==> config.mk <==
export PLATFORM = sky130hd
export DESIGN_NAME = br_flow_xbar_push_fifo
export DESIGN_NICKNAME = d
export VERILOG_FILES = /design/src/rtl/br_flow_xbar_pkg.sv /design/src/rtl/br_flow_xbar_push_fifo_flops.sv /design/src/rtl/br_flow_xbar_push_fifo.sv
export SDC_FILE = /design/constraint.sdc
export NUM_CORES = 1
export LEC_CHECK = 0
export ABC_AREA = 1
export ABC_CLOCK_PERIOD_IN_PS = 1600
export BUFFER_PORTS_ARGS = -buffer_cell sky130_fd_sc_hd__buf_2
export CORE_MARGIN = 2
export CORE_UTILIZATION = 30
export CTS_CLUSTER_SIZE = 40
export DETAILED_ROUTE_END_ITERATION = 6
export SETUP_SLACK_MARGIN = 0.3
export SYNTH_ARGS = -nofsm -noshare
export SYNTH_HDL_FRONTEND = slang
export SYNTH_SLANG_ARGS = --single-unit
==> constraint.sdc <==
create_clock -name clk -period 1.6 [get_ports clk]
set_input_delay 0.08 -clock clk [delete_from_list [all_inputs] [get_ports clk]]
set_output_delay 0.08 -clock clk [all_outputs]
set_load 0.01 [all_outputs]
==> src/rtl/br_flow_xbar_pkg.sv <==
// Shared definitions for the flow crossbar blocks.
// - clamp_count_width: bit width needed to hold an occupancy of 0..depth.
//   The result is never smaller than 1 bit.
package br_flow_xbar_pkg;

    function automatic int unsigned clamp_count_width(input int unsigned depth);
        int unsigned w;
        w = $clog2(depth + 1);
        return (w < 1) ? 1 : w;
    endfunction

endpackage

==> src/rtl/br_flow_xbar_push_fifo_flops.sv <==
// Storage array for the push FIFO: Depth entries of Width bits.
// Ports:
//   clk_i      in  clock
//   wr_en_i    in  write strobe
//   wr_addr_i  in  write entry index
//   wr_data_i  in  write payload
//   rd_addr_i  in  read entry index (asynchronous read)
//   rd_data_o  out read payload
// Data flops carry no reset; occupancy tracking in the parent guards validity.
module br_flow_xbar_push_fifo_flops #(
    parameter int unsigned Depth     = 2,
    parameter int unsigned Width     = 1,
    parameter int unsigned AddrWidth = 1
) (
    input  logic                 clk_i,
    input  logic                 wr_en_i,
    input  logic [AddrWidth-1:0] wr_addr_i,
    input  logic [Width-1:0]     wr_data_i,
    input  logic [AddrWidth-1:0] rd_addr_i,
    output logic [Width-1:0]     rd_data_o
);

    logic [Depth-1:0][Width-1:0] mem_q;
    logic [Depth-1:0][Width-1:0] mem_d;

    always_comb begin
        mem_d = mem_q;
        if (wr_en_i) begin
            mem_d[wr_addr_i] = wr_data_i;
        end
    end

    always_ff @(posedge clk_i) begin
        mem_q <= mem_d;
    end

    assign rd_data_o = mem_q[rd_addr_i];

endmodule

==> src/rtl/br_flow_xbar_push_fifo.sv <==
// Ingress FIFO for one push port of the flow crossbar.
// Buffers payload plus destination ID, decouples the source from crossbar
// backpressure and exports per-destination counts of stored items.
// Ports:
//   clk, rst_n                                   clock, async active-low reset
//   push_ready/push_valid/push_data/push_dest_id source side handshake
//   pop_ready/pop_valid/pop_data/pop_dest_id     crossbar side handshake
//   full, empty, items                           occupancy status
//   dest_pending[d]                              stored items headed to dest d
module br_flow_xbar_push_fifo
    import br_flow_xbar_pkg::*;
#(
    parameter int unsigned Depth        = 2,
    parameter int unsigned Width        = 1,
    parameter int unsigned NumDests     = 2,
    parameter bit          EnableBypass = 1'b1,
    localparam int unsigned DestIdWidth = $clog2(NumDests),
    localparam int unsigned CountWidth  = clamp_count_width(Depth)
) (
    input  logic                                 clk,
    input  logic                                 rst_n,
    output logic                                 push_ready,
    input  logic                                 push_valid,
    input  logic [Width-1:0]                     push_data,
    input  logic [DestIdWidth-1:0]               push_dest_id,
    input  logic                                 pop_ready,
    output logic                                 pop_valid,
    output logic [Width-1:0]                     pop_data,
    output logic [DestIdWidth-1:0]               pop_dest_id,
    output logic                                 full,
    output logic                                 empty,
    output logic [CountWidth-1:0]                items,
    output logic [NumDests-1:0][CountWidth-1:0]  dest_pending
);

    localparam int unsigned PtrWidth   = $clog2(Depth);
    localparam int unsigned EntryWidth = Width + DestIdWidth;

    logic [PtrWidth-1:0]                 wr_ptr_q, wr_ptr_d;
    logic [PtrWidth-1:0]                 rd_ptr_q, rd_ptr_d;
    logic [CountWidth-1:0]               items_q, items_d;
    logic [NumDests-1:0][CountWidth-1:0] pend_q, pend_d;

    logic [EntryWidth-1:0] rd_entry;
    logic [Width-1:0]      head_data;
    logic [DestIdWidth-1:0] head_dest;
    logic bypass;
    logic push_fire;
    logic pop_fire;
    logic pass_thru;
    logic wr_en;
    logic rd_en;

    assign head_data = rd_entry[Width-1:0];
    assign head_dest = rd_entry[EntryWidth-1:Width];

    always_comb begin
        empty      = (items_q == '0);
        full       = (items_q == CountWidth'(Depth));
        // Gated by rst_n so the source sees no ready while reset is held.
        push_ready = rst_n & ~full;
        bypass     = EnableBypass & empty;

        pop_valid   = bypass ? push_valid : ~empty;
        pop_data    = bypass ? push_data : head_data;
        pop_dest_id = bypass ? push_dest_id : head_dest;

        push_fire = push_valid & push_ready;
        pop_fire  = pop_valid & pop_ready;
        // Cut-through: item leaves in the cycle it arrives and never touches storage.
        pass_thru = bypass & push_fire & pop_ready;
        wr_en     = push_fire & ~pass_thru;
        rd_en     = pop_fire & ~empty;
    end

    always_comb begin
        wr_ptr_d = wr_ptr_q;
        if (wr_en) begin
            wr_ptr_d = (wr_ptr_q == PtrWidth'(Depth - 1)) ? '0 : wr_ptr_q + PtrWidth'(1);
        end
        rd_ptr_d = rd_ptr_q;
        if (rd_en) begin
            rd_ptr_d = (rd_ptr_q == PtrWidth'(Depth - 1)) ? '0 : rd_ptr_q + PtrWidth'(1);
        end

        items_d = items_q;
        if (wr_en && !rd_en) begin
            items_d = items_q + CountWidth'(1);
        end else if (rd_en && !wr_en) begin
            items_d = items_q - CountWidth'(1);
        end

        pend_d = pend_q;
        for (int d = 0; d < NumDests; d++) begin
            if (wr_en && (push_dest_id == DestIdWidth'(d)) &&
                !(rd_en && (head_dest == DestIdWidth'(d)))) begin
                pend_d[d] = pend_q[d] + CountWidth'(1);
            end else if (rd_en && (head_dest == DestIdWidth'(d)) &&
                         !(wr_en && (push_dest_id == DestIdWidth'(d)))) begin
                pend_d[d] = pend_q[d] - CountWidth'(1);
            end
        end
    end

    always_ff @(posedge clk or negedge rst_n) begin
        if (!rst_n) begin
            wr_ptr_q <= '0;
            rd_ptr_q <= '0;
            items_q  <= '0;
            pend_q   <= '0;
        end else begin
            wr_ptr_q <= wr_ptr_d;
            rd_ptr_q <= rd_ptr_d;
            items_q  <= items_d;
            pend_q   <= pend_d;
        end
    end

    assign items        = items_q;
    assign dest_pending = pend_q;

    br_flow_xbar_push_fifo_flops #(
        .Depth     (Depth),
        .Width     (EntryWidth),
        .AddrWidth (PtrWidth)
    ) u_flops (
        .clk_i     (clk),
        .wr_en_i   (wr_en),
        .wr_addr_i (wr_ptr_q),
        .wr_data_i ({push_dest_id, push_data}),
        .rd_addr_i (rd_ptr_q),
        .rd_data_o (rd_entry)
    );

`ifndef SYNTHESIS
    int pend_sum;
    always_comb begin
        pend_sum = 0;
        for (int d = 0; d < NumDests; d++) begin
            pend_sum = pend_sum + int'(pend_q[d]);
        end
    end

    a_dest_in_range: assert property (@(posedge clk) disable iff (!rst_n)
        push_valid |-> (32'(push_dest_id) < NumDests));
    a_no_write_full: assert property (@(posedge clk) disable iff (!rst_n)
        !(wr_en && full));
    a_items_bound: assert property (@(posedge clk) disable iff (!rst_n)
        32'(items_q) <= Depth);
    a_sum_invariant: assert property (@(posedge clk) disable iff (!rst_n)
        pend_sum == int'(items_q));
`endif

endmodule

Word-level counts from Yosys, hierarchy flattened. Cells that the tools add are included.

Input port bits: 6. Register bits: 12. Output and inout bits: 12. Word-level logic and storage cells: 68.

Order comparisons: 3. Reductions and logical operators: 21. Bitwise operators: 12. Mux-type cells: 16. $add $sub $neg: 8. Equal/unequal tests: 1.

Operators by type and width (count): 2-to-1 mux 2 bit (9); logical AND 1 bit (11); AND 1 bit (7); adder 2 x 1 -> 2 bit (second input constant) (3); logical NOT 1 bit (6); nonzero test 2 bit (3); subtractor 2 x 1 -> 2 bit (second input constant) (3); 2-to-1 mux 1 bit (5); NOT 1 bit (5); bitwise mux 4 bit (1); less-than comparator 1 x 2 -> 1 bit (second input constant) (2); adder 1 bit (second input constant) (2); demux 2 bit (select 1 bit) (1); == test 2 bit (second input constant) (1); logical NOT 2 bit (1); >= comparator 1 bit (second input constant) (1).

Depth between registers and ports, before layout.
Word-level depth: 13. Gate-level depth with buffers: 11. Mapped depth without buffers: 11.

By module. From an unflattened synthesis, not the netlist that was laid out.

Cell total of the unflattened synthesis: 75. Area, all modules: 653.1 um^2.

Modules (own cells, without submodules): br_flow_xbar_push_fifo (seq. area each 200.2 um^2, times used 1, cells each 60, area each 491.7 um^2); br_flow_xbar_push_fifo_flops (seq. area each 120.1 um^2, times used 1, cells each 15, area each 161.4 um^2).

Worst setup path before layout. OpenSTA, ideal clock, no wires.

Path kind: flip-flop to flip-flop. From: reg items_q[0], in the netlist items[0]. To: reg pend_q (netlist bit dest_pending[1]). Arrival: 1.586 ns. Setup time: 0.124 ns. Clock period less this slack: 1.711 ns. Slack: -0.111 ns. Data required time: 1.476 ns. Buffers on the path: 0. Stages on the path, launching flop included: 9. Cells stage by stage: dfrtp_1 nor2_4 inv_2 o21ai_4 nor2_1 ha_1 a21oi_1 o21ai_0 xnor2_1.

Elaborated cells between the ends (all ways): 21. Classes of those cells: eq/ne: 1; mux: 2; bitwise: 10; reduce/logical: 8.

RTL lines: start: declaration (line br_flow_xbar_push_fifo.sv:41) `logic [CountWidth-1:0] items_q, items_d;`; start signal: assignment (line br_flow_xbar_push_fifo.sv:114) `items_q <= items_d;`; logical NOT 2 bit (*) (line br_flow_xbar_push_fifo.sv:58) `empty = (items_q == '0);`; net empty (line br_flow_xbar_push_fifo.sv:31) `output logic empty,`; NOT 1 bit / AND 1 bit (equally long branches) (line br_flow_xbar_push_fifo.sv:64, br_flow_xbar_push_fifo.sv:73, br_flow_xbar_push_fifo.sv:71); 2-to-1 mux 1 bit / AND 1 bit (equally long branches) (line br_flow_xbar_push_fifo.sv:64, br_flow_xbar_push_fifo.sv:71); AND 1 bit / NOT 1 bit (equally long branches) (line br_flow_xbar_push_fifo.sv:69, br_flow_xbar_push_fifo.sv:72); AND 1 bit, on equally long branches (line br_flow_xbar_push_fifo.sv:73, br_flow_xbar_push_fifo.sv:72); logical AND 1 bit, on equally long branches; logical NOT 1 bit, on equally long branches (line br_flow_xbar_push_fifo.sv:96, br_flow_xbar_push_fifo.sv:99); logical AND 1 bit, on equally long branches (line br_flow_xbar_push_fifo.sv:95, br_flow_xbar_push_fifo.sv:98); 2-to-1 mux 2 bit / nonzero test 2 bit (equally long branches); end signal: assignment (line br_flow_xbar_push_fifo.sv:115) `pend_q <= pend_d;`; end: declaration (line br_flow_xbar_push_fifo.sv:42) `logic [NumDests-1:0][CountWidth-1:0] pend_q, pend_d;`.

Mark *: on every way through the listed nets, which the timed path passes. The rest lies on a longest branch. A chain may end at the register's enable or synchronous reset.

Worst setup path after layout.
From: reg items_q[0], in the netlist items[0]. To: reg pend_q (netlist bit dest_pending[3]).

Cells in the longest elaborated chain, start to end: 12. Elaborated cells between the ends (all ways): 21. Classes of those cells: eq/ne: 1; mux: 2; bitwise: 10; reduce/logical: 8.

RTL lines: == test 2 bit (line br_flow_xbar_push_fifo.sv:59) `full = (items_q == CountWidth'(Depth));`; NOT 1 bit (line br_flow_xbar_push_fifo.sv:61) `push_ready = rst_n & ~full;`; AND 1 bit (line br_flow_xbar_push_fifo.sv:61); AND 1 bit (line br_flow_xbar_push_fifo.sv:68) `push_fire = push_valid & push_ready;`; AND 1 bit (2 in a row) (line br_flow_xbar_push_fifo.sv:71) `pass_thru = bypass & push_fire & pop_ready;`; NOT 1 bit (line br_flow_xbar_push_fifo.sv:72) `wr_en = push_fire & ~pass_thru;`; AND 1 bit (line br_flow_xbar_push_fifo.sv:72); logical AND 1 bit (line br_flow_xbar_push_fifo.sv:95, br_flow_xbar_push_fifo.sv:99); logical NOT 1 bit (line br_flow_xbar_push_fifo.sv:99) `!(wr_en && (push_dest_id == DestIdWidth'(d)))) begin`; logical AND 1 bit (line br_flow_xbar_push_fifo.sv:98) `end else if (rd_en && (head_dest == DestIdWidth'(d)) &&`; nonzero test 2 bit (no line).

Several ways; a longest one is shown, not always the timed one.

==> run_results.csv <==
group,metric,value,unit
outcome,outcome,"completed",
global_route,grtUsageTotal,11.5,%
drt,vias,595,
worst_hold_path,worstHoldPathCells,1,
synth,yosys_warnings,0,
floorplan,start_util,32.4,%
setup_path,setup.worst_path.start,"items[0]$_DFFE_PN0P_",
cells_and_area,num_antenna_cells,0,
drt,drc_errors,0,
drt,drt-initial-drc-count,5,
sta,fin_ws,0.00451,ns
sta,fin_crit,1.60,ns
worst_hold_path,hold_path.class,"in -> reg",
sta,max_freq,627,MHz
setup_path,end_kind,"flip-flop",
power_and_ir_drop,p_leak,0.526,nW
sta,timing.slew.headroom,87.0,%
global_route,grt_max_degree,10,
cells_and_area,final_common_cell,"buf_2",
synth,ys_ff_latch,12,
power_and_ir_drop,p_total,1.67,mW
synth,syn_area,648,sq um
clock_network,clock_path_buffers,2,
clock_network,cts_made_buffers,3,
setup_path,cp_max_fo,3,
drt,wl,1.40,mm
sta,rsz0062_at_grt,"yes",
synth,synth.area.top_cells,"dfrtp_1 31%, edfxtp_1 19%, inv_1 6.9%, nand2_1 6.4%, xnor2_1 5.4%",
sta,tightest_slew,0.195,ns
global_route,grt_antenna_before_repair,0,
cells_and_area,syn2layout_area_growth,58.5,%
synth,syn_area_per_cell,9.13,sq um
drt,drt_pass1_iterations,4,
floorplan,die_area,0.00255,sq mm
global_route,grt_pass1_wl,2.27,mm
run,cap_viol_max_count,0,
floorplan,die_x,50.5,um
synth,synth_seq_area_share,49.4,%
drt,wl_per_cell,10.1,um
cells_and_area,nFillCells,188,
sta,drv_slew,0,
clock_network,clock_sink_count,12,
floorplan,core_area,0.00200,sq mm
cells_and_area,nets,121,
drt,drtAntennaViolNets,0,
placed_design,finalWeightedCongestion,0.757,
drt,via_per_inst,4.28,
sta,final-hold-violation-count,0,
sta,skew,0.00338,ns
setup_path,worstPathRequired,1.75,ns
floorplan,rows,16,
setup_path,path_class,"reg -> reg",
clock_network,clock_latency,0.26,ns
sta,finalCritPeriodShare,99.7,%
synth,yosysTopAreaCellShare,30.9,%
clock_network,cts_tree,"yes",
synth,synth_area_leader_cell,"dfrtp_1",
power_and_ir_drop,ir_worst_vdd,0.000651,V
synth,syn_inst,71,
floorplan,die_h,50.5,um
power_and_ir_drop,power.density,1630,mW/mm^2
worst_hold_path,worstHoldStart,"push_data",
clock_network,clk_pin_slew,0.08,ns
clock_network,cts_max_level,1,
setup_path,worstPathArrival,1.75,ns
global_route,first_global_vias,553,
synth,ys_types,18,
placed_design,pre_cts_ws,0.0187,ns
synth,synth_nets,79,
cells_and_area,final_cell_mix,"16 x buf_2, 15 x buf_4, 11 x inv_1",
setup_path,start_kind,"flip-flop",
sta,setup_viol,0,
setup_path,r2r_start,"items[0]$_DFFE_PN0P_",
clock_network,ctsRootBufferMaster,"clkbuf_4",
floorplan,io_pins,18,
cells_and_area,drive_above_1_share,52.7,%
setup_path,r2r_cells,8,
placed_design,post-dp-hpwl,950,um
sta,tns,0,ns
placed_design,io_buffers,17,
global_route,grt-ovfl-total,0,
==> cell type report <==
type / count / area, sq um / area share (%)
multi-input cells: 44 / 327 / 31.8
flip-flops and latches: 12 / 323 / 31.4
repair buffers: 37 / 259 / 25.2
inverters: 15 / 58.8 / 5.72
well taps: 27 / 33.8 / 3.29
clock inverters: 1 / 3.75 / 0.365
clock buffers: 3 / 22.5 / 2.19
==> per-stage QoR <==
stage,std cells,utilization [%],cell area (sq um),hold WS (ns)
2_1_floorplan,71,-,651,-0.216
3_3_place_gp,122,41.1,822,0.0517
3_5_place_dp,122,41.1,822,0.0506
4_1_cts,133,46.9,940,0.0209
5_1_grt,139,51.3,1030,0.0207
6_report,139,51.3,1030,0.0262
==> worst paths after layout <==
check,slack (ns),endpoint
setup / recovery,0.005,dest_pending[3]$_DFFE_PN0P_
hold / removal,0.03,u_flops.mem_q[0]$_DFFE_PP_
setup reg to reg,0.005,dest_pending[3]$_DFFE_PN0P_
hold reg to reg,0.47,dest_pending[1]$_DFFE_PN0P_
max in group asynchronous,1.06,dest_pending[1]$_DFFE_PN0P_
min in group asynchronous,0.40,items[0]$_DFFE_PN0P_
==> state kept, by name, summed over array words and instances, names as in the netlist <==
register       count
rd_ptr_q           1
wr_ptr_q           1
items              2
dest_pending       4
u_flops.mem_q      4
==> cell families after synthesis <==
kind of cell               share of synthesized area, %
AOI/OAI and AO/OA                                  9.85
xor gates and xnor gates                           8.11
adders and majority gates                          3.86
buffers and inverters                              8.69
DFF                                                49.4
and+or+nand+nor                                    20.1
==> worst max-delay path, cell delays in order, from the launching register on <==
cell     delay [ns]
dfrtp_2        0.45
nor2_4         0.14
inv_2          0.06
o21ai_4        0.14
nor2_1         0.06
ha_1           0.31
a21oi_1        0.12
o21ai_1        0.09
xnor2_1        0.12
==> what timing repair did <==
item	4_1_cts	5_1_grt
pin swaps	2	5
hold buffers	1	0
hold endpoints to repair	8	0
buffers inserted	6	6
gates resized for setup	11	10
endpoints found under the setup margin	11	13
==> Yosys cell counts <==
cell type / instances
ha_1: 2
o21a_1: 1
nand3_4: 1
nor2_4: 1
nand3_1: 3
nand2_1: 11
nor2_1: 7
dfrtp_1: 8
xnor2_1: 4
or2_2: 1
o21ai_0: 5
inv_1: 12
inv_2: 3
nand2_2: 2
o21ai_4: 1
a21oi_1: 3
xor2_1: 2
edfxtp_1: 4
==> power by group <==
part	total (mW)	switching [mW]	leakage, nW	internal [mW]
combinational	0.925	0.437	0.381	0.489
sequential	0.562	0.126	0.130	0.436
clock	0.186	0.0957	0.0154	0.0900
==> per-layer routing <==
metal | part of all wire, % | routed length, um | GRT usage (%)
met4 | 1.9 | 27 | 6.76
met5 | 0 | 0 | 0
met1 | 43 | 601 | 13.6
met3 | 2.8 | 40 | 0.893
met2 | 52 | 734 | 20.4
Power figures use the tool's default switching activity.
